**src/rtl/imem_boot_loader.sv**
```systemverilog
// imem_boot_loader: streams a length-prefixed, XOR-checked program into instruction memory, then enables the core
module imem_boot_loader #(
    parameter int IMEM_WORDS = 128,
    parameter int LEN_W      = 16
) (
    input  logic        clk,
    input  logic        rst,
    input  logic        start,
    input  logic [7:0]  rx_data,
    input  logic        rx_valid,
    output logic        rx_ready,
    output logic [63:0] addr_ext,
    output logic        wen_ext,
    output logic        ren_ext,
    output logic [31:0] wdata_ext,
    output logic        cpu_enable,
    output logic        busy,
    output logic        done,
    output logic        error
);
    localparam int WI = $clog2(IMEM_WORDS) + 1;
    localparam logic [2:0] IDLE   = 3'd0;
    localparam logic [2:0] LEN_LO = 3'd1;
    localparam logic [2:0] LEN_HI = 3'd2;
    localparam logic [2:0] DATA   = 3'd3;
    localparam logic [2:0] WRITE  = 3'd4;
    localparam logic [2:0] CHECK  = 3'd5;
    localparam logic [2:0] RUN    = 3'd6;
    localparam logic [2:0] ERROR  = 3'd7;

    logic [2:0]       state_q, state_d;
    logic [LEN_W-1:0] len_q, len_d, n_full;
    logic [1:0]       bcnt_q, bcnt_d;
    logic [WI-1:0]    widx_q, widx_d;
    logic [7:0]       xor_q, xor_d;
    logic [23:0]      bytes_q, bytes_d;
    logic [63:0]      addr_q, addr_d;
    logic [31:0]      wdata_q, wdata_d;
    logic             wen_q, wen_d, rdy_q, rdy_d, busy_q, busy_d;
    logic             cpu_en_q, cpu_en_d, done_q, done_d, err_q, err_d;
    logic             acc;

    assign rx_ready   = rdy_q;
    assign addr_ext   = addr_q;
    assign wen_ext    = wen_q;
    assign ren_ext    = 1'b0;
    assign wdata_ext  = wdata_q;
    assign cpu_enable = cpu_en_q;
    assign busy       = busy_q;
    assign done       = done_q;
    assign error      = err_q;

    // Next state, datapath, and outputs derived from the next state so every output is a flop
    always_comb begin
        state_d = state_q;
        len_d   = len_q;
        bcnt_d  = bcnt_q;
        widx_d  = widx_q;
        xor_d   = xor_q;
        bytes_d = bytes_q;
        addr_d  = addr_q;
        wdata_d = wdata_q;
        acc     = rx_valid && rdy_q;
        n_full  = len_q | (LEN_W'(rx_data) << 8);
        case (state_q)
            IDLE, RUN, ERROR: if (start) begin
                state_d = LEN_LO;
                len_d   = '0;
                bcnt_d  = '0;
                widx_d  = '0;
                xor_d   = '0;
            end
            LEN_LO: if (acc) begin
                len_d   = LEN_W'(rx_data);
                state_d = LEN_HI;
            end
            LEN_HI: if (acc) begin
                len_d   = n_full;
                state_d = (n_full == '0 || n_full > LEN_W'(IMEM_WORDS)) ? ERROR : DATA;
            end
            DATA: if (acc) begin
                xor_d  = xor_q ^ rx_data;
                bcnt_d = bcnt_q + 2'd1;
                if (bcnt_q == 2'd3) begin
                    state_d = WRITE;
                    addr_d  = 64'({widx_q, 2'b00});
                    wdata_d = {rx_data, bytes_q};
                end else begin
                    bytes_d[{bcnt_q, 3'b000} +: 8] = rx_data;
                end
            end
            WRITE: begin
                widx_d  = widx_q + WI'(1);
                state_d = (LEN_W'(widx_q) + LEN_W'(1) == len_q) ? CHECK : DATA;
            end
            CHECK: if (acc) state_d = (rx_data == xor_q) ? RUN : ERROR;
            default: state_d = IDLE;
        endcase
        rdy_d    = state_d inside {LEN_LO, LEN_HI, DATA, CHECK};
        busy_d   = state_d inside {LEN_LO, LEN_HI, DATA, WRITE, CHECK};
        wen_d    = state_d == WRITE;
        cpu_en_d = state_d == RUN;
        err_d    = state_d == ERROR;
        done_d   = state_q == CHECK && state_d == RUN;
    end

    // State and output registers; reset overrides everything, including a write in flight
    always_ff @(posedge clk) begin
        if (rst) begin
            state_q  <= IDLE;
            len_q    <= '0;
            bcnt_q   <= '0;
            widx_q   <= '0;
            xor_q    <= '0;
            bytes_q  <= '0;
            addr_q   <= '0;
            wdata_q  <= '0;
            wen_q    <= 1'b0;
            rdy_q    <= 1'b0;
            busy_q   <= 1'b0;
            cpu_en_q <= 1'b0;
            done_q   <= 1'b0;
            err_q    <= 1'b0;
        end else begin
            state_q  <= state_d;
            len_q    <= len_d;
            bcnt_q   <= bcnt_d;
            widx_q   <= widx_d;
            xor_q    <= xor_d;
            bytes_q  <= bytes_d;
            addr_q   <= addr_d;
            wdata_q  <= wdata_d;
            wen_q    <= wen_d;
            rdy_q    <= rdy_d;
            busy_q   <= busy_d;
            cpu_en_q <= cpu_en_d;
            done_q   <= done_d;
            err_q    <= err_d;
        end
    end
endmodule
```
**config.mk**
```make
export PLATFORM = sky130hd
export DESIGN_NAME = imem_boot_loader
export DESIGN_NICKNAME = d
export VERILOG_FILES = /design/src/rtl/imem_boot_loader.sv
export SDC_FILE = /design/constraint.sdc
export NUM_CORES = 1
export LEC_CHECK = 0
export BUFFER_PORTS_ARGS = -buffer_cell sky130_fd_sc_hd__buf_2
export CORE_MARGIN = 5
export CORE_UTILIZATION = 54
export DETAILED_ROUTE_END_ITERATION = 16
export HOLD_SLACK_MARGIN = 0.08
export PLACE_DENSITY_LB_ADDON = 0.05
export SYNTH_ARGS = -nofsm -noshare
export SYNTH_HDL_FRONTEND = slang
export SYNTH_SLANG_ARGS = --single-unit
```
**constraint.sdc**
```tcl
create_clock -name clk -period 2.91 [get_ports clk]
set_clock_uncertainty 0.2 [all_clocks]
set_input_delay 0.291 -clock clk [delete_from_list [all_inputs] [get_ports clk]]
set_output_delay 0.291 -clock clk [all_outputs]
set_load 0.01 [all_outputs]
```
==> results.sh <==
export IMPL_status="completed"
export IMPL_crit_chain="nand3_1, a21oi_1, a211oi_1, nor3_1, nand2b_1, nor3b_1"
export IMPL_peakVddDrop_v=0.000229
export IMPL_netlist_area_mm2=0.00501
export IMPL_drive_above_1_share_pct=13.4
export IMPL_start_util_pct=54.8
export IMPL_finalMaxSlewViolations=0
export IMPL_drc=0
export IMPL_crit_path_max_fanout=13
export IMPL_syn_area_per_cell_um2=7.87
export IMPL_track_usage_pct=20.0
export IMPL_ios=115
export IMPL_slew_headroom_pct=42.2
export IMPL_swShare_pct=27.7
export IMPL_clock_latency_ns=0.38
export IMPL_crit_cells=6
export IMPL_critPathBufInv=0
export IMPL_synth_area_leaders="dfxtp_1 (43%), a21oi_1 (9.8%), nand2_1 (9.7%), buf_4 (8.7%), nand3_1 (4.0%)"
export IMPL_vias=4121
export IMPL_drt_total_wl_mm=11.2
export IMPL_cts_tree="done"
export IMPL_postRouteAntennaNets=0
export IMPL_rr_worst_depth=6
export IMPL_syn_to_final_growth_pct=6.54
export IMPL_floorplan_die_area_mm2=0.0113
export IMPL_synth_seq_cells=107
export IMPL_ys_flop_type="dfxtp_1"
export IMPL_post_cts_buffers=0
export IMPL_critPathTopFamily="simple AND/OR/NAND/NOR gates"
export IMPL_rsz0062_at_grt="no"
export IMPL_yosysWarnings=0
export IMPL_grt_pass1_vias=3736
export IMPL_setup_viol=0
export IMPL_fmax_ghz=0.418
export IMPL_power_leakage_nw=2.08
export IMPL_grt_pass1_wl_mm=18.6
export IMPL_portBuffers=57
export IMPL_hpwl_mm=7.77
export IMPL_synth_seq_area_share_pct=42.7
export IMPL_antenna_found_initial=0
export IMPL_clock_sinks=107
export IMPL_grt_max_degree=41
export IMPL_combPwrFrac_pct=9.0
export IMPL_start_kind="flip-flop"
export IMPL_seq_power_share_pct=57.1
export IMPL_synthCells=637
export IMPL_avgViaCountPerCell=5.20
export IMPL_tns_ns=0
export IMPL_required_ns=3.00
export IMPL_cpPeakStageDelay_ns=0.61
export IMPL_intPower_mw=1.90
export IMPL_worstMarginPinSlew_ns=0.860
export IMPL_hp_class="primary input to flip-flop"
export IMPL_post_route_min_period_ns=2.40
export IMPL_synth_edff_count=0
export IMPL_final_core_util_pct=58.3
export IMPL_grt_overflow=0
export IMPL_cts_root_buf="clkbuf_8"
export IMPL_power_density_mw_per_mm2=493
export IMPL_die_h_um=106
export IMPL_gp_congestion=0.880
export IMPL_yosysMostFrequentCell="nand2_1"
export IMPL_synth_common_cells="nand2_1 (130), dfxtp_1 (107), a21oi_1 (98)"
export IMPL_synth_distinct_cells=47
export IMPL_dr_first_iter_drc_count=199
export IMPL_fin_crit_sh_pct=82.3
export IMPL_crit_path_end_kind="flip-flop"
export IMPL_netlist_area_leader_share_pct=42.7
export IMPL_drt_first_pass_iters=4
export IMPL_maxCapViolCount=0
export IMPL_num_rows=35
export IMPL_cts_htree_levels=3
export IMPL_die_x_um=106
export IMPL_clockPowerShare_pct=33.9
export IMPL_n_antenna_cell=0
export IMPL_ys_async_sr_fraction_pct=0
export IMPL_path_class="flip-flop to flip-flop"
export IMPL_p_total_mw=2.63
export IMPL_detail_route_wl_per_cell_um=14.2
export IMPL_cts_buffers=9
export IMPL_power_switching_mw=0.731
export IMPL_critPathSlowestCell="dfxtp_1"
export IMPL_holdPathStages=3
export IMPL_hold_viol=0
export IMPL_yosys_area_top_type="dfxtp_1"
export IMPL_worstPathArrival_ns=2.49
export IMPL_path_clk_slew_ns=0.10
export IMPL_nets=694
export IMPL_fp_coreArea_mm2=0.00915
export IMPL_clock_path_buffers=2
final timing paths:
kind	start	endpoint	slack, ns
hold / removal	rx_data[6]	wdata_ext[30]$_SDFFE_PP0P_	0.08
setup / recovery	state_q[1]$_SDFF_PP0_	error$_SDFF_PP0_	0.51
hold reg to reg	bytes_q[4]$_SDFFE_PP0P_	wdata_ext[4]$_SDFFE_PP0P_	0.26
setup reg to reg	state_q[1]$_SDFF_PP0_	error$_SDFF_PP0_	0.51
power groups by stage:
| stage | Combinational (mW) | Clock, mW | Sequential, mW |
|---|---|---|---|
| finish | 0.237 | 0.893 | 1.50 |
| global route | 0.264 | 0.973 | 1.51 |
| CTS | 0.234 | 0.913 | 1.50 |
| detailed placement | 0.231 | 0 | 1.54 |
| global placement | 0.229 | 0 | 1.54 |
| floorplan | 0.234 | 0 | 1.53 |
layer usage:
layer	routed length, um	up-vias	global-route usage, %
met4	137	0	5.09
met1	5380	1907	28.3
met3	567	12	3.58
met5	0	-	0
li1	-	2095	-
met2	5150	107	31.7
cell families (layout without fill, tap and decap cells):
family                   count (synthesis)  in the layout  synth area share, %
AO/OA/AOI/OAI                          130            130                 14.6
XOR/XNOR                                23             23                 4.02
other                                    1             57               0.0748
multiplexers                             1              1                0.200
adder cells (fa/ha/maj)                  6              6                 1.50
AND/OR/NAND/NOR                        265            265                 24.5
buffers and inverters                  104             92                 12.4
flip-flops                             107            107                 42.7
area by class of cell:
type	instances	area [um^2]
fill	861	3810
timing repair buffer	68	373
clock inverter	6	53.8
clock buffer	10	138
tap	111	139
multi-input combinational	482	2460
inverter	8	30.0
sequential	107	2140
state kept, by name, indices dropped and copies added, names as in the netlist:
| signal | cells |
|---|---|
| busy | 1 |
| wen_ext | 1 |
| xor_q | 8 |
| bytes_q | 24 |
| error | 1 |
| cpu_enable | 1 |
| bcnt_q | 2 |
| addr_ext | 8 |
| state_q | 3 |
| widx_q | 8 |
| wdata_ext | 32 |
| rx_ready | 1 |
| done | 1 |
| len_q | 16 |
stage by stage:
stage	area, um^2	cells	worst slack, ns	hold WS [ns]
after global placement	5130	774	0.649	0.238
after global routing	5340	792	0.303	0.0882
after detailed placement	5130	774	0.596	0.246
final	5340	792	0.515	0.0844
after floorplan	5220	693	0.882	0.232
after CTS	5340	792	0.577	0.0807
cell usage in the layout (no fill, tap or decap), drive strengths merged, types with 2 or more instances in the layout:
master and instances:
nor2 35, inv 12, and2 2, nand3 41, nor3 12, a21o 2
o21a 2, nor4 5, a2bb2oi 2, a211oi 2, dfxtp 107, xnor2 17
conb 57, nand2b 3, a21oi 98, dlygate4sd3 2, nor2b 3, and3 7
clkbuf 10, buf 66, ha 6, or3 7, o21ai 16, xor2 6
nand4 3, nand2 130, nand3b 8, nor3b 4
tightest hold or removal path: cells and delay by family:
kind | cells | cell delay [ns]
AOI/OAI and AO/OA | 1 | 0.05
and+or+nand+nor | 1 | 0.08
buffers and inverters | 1 | 0.18
what timing repair did:
item	in CTS	in global routing
hold buffers	2	0
hold endpoints to repair	2	0
resized for setup	0	0
setup endpoints to repair	0	0
(Power assumes the default switching activity.)
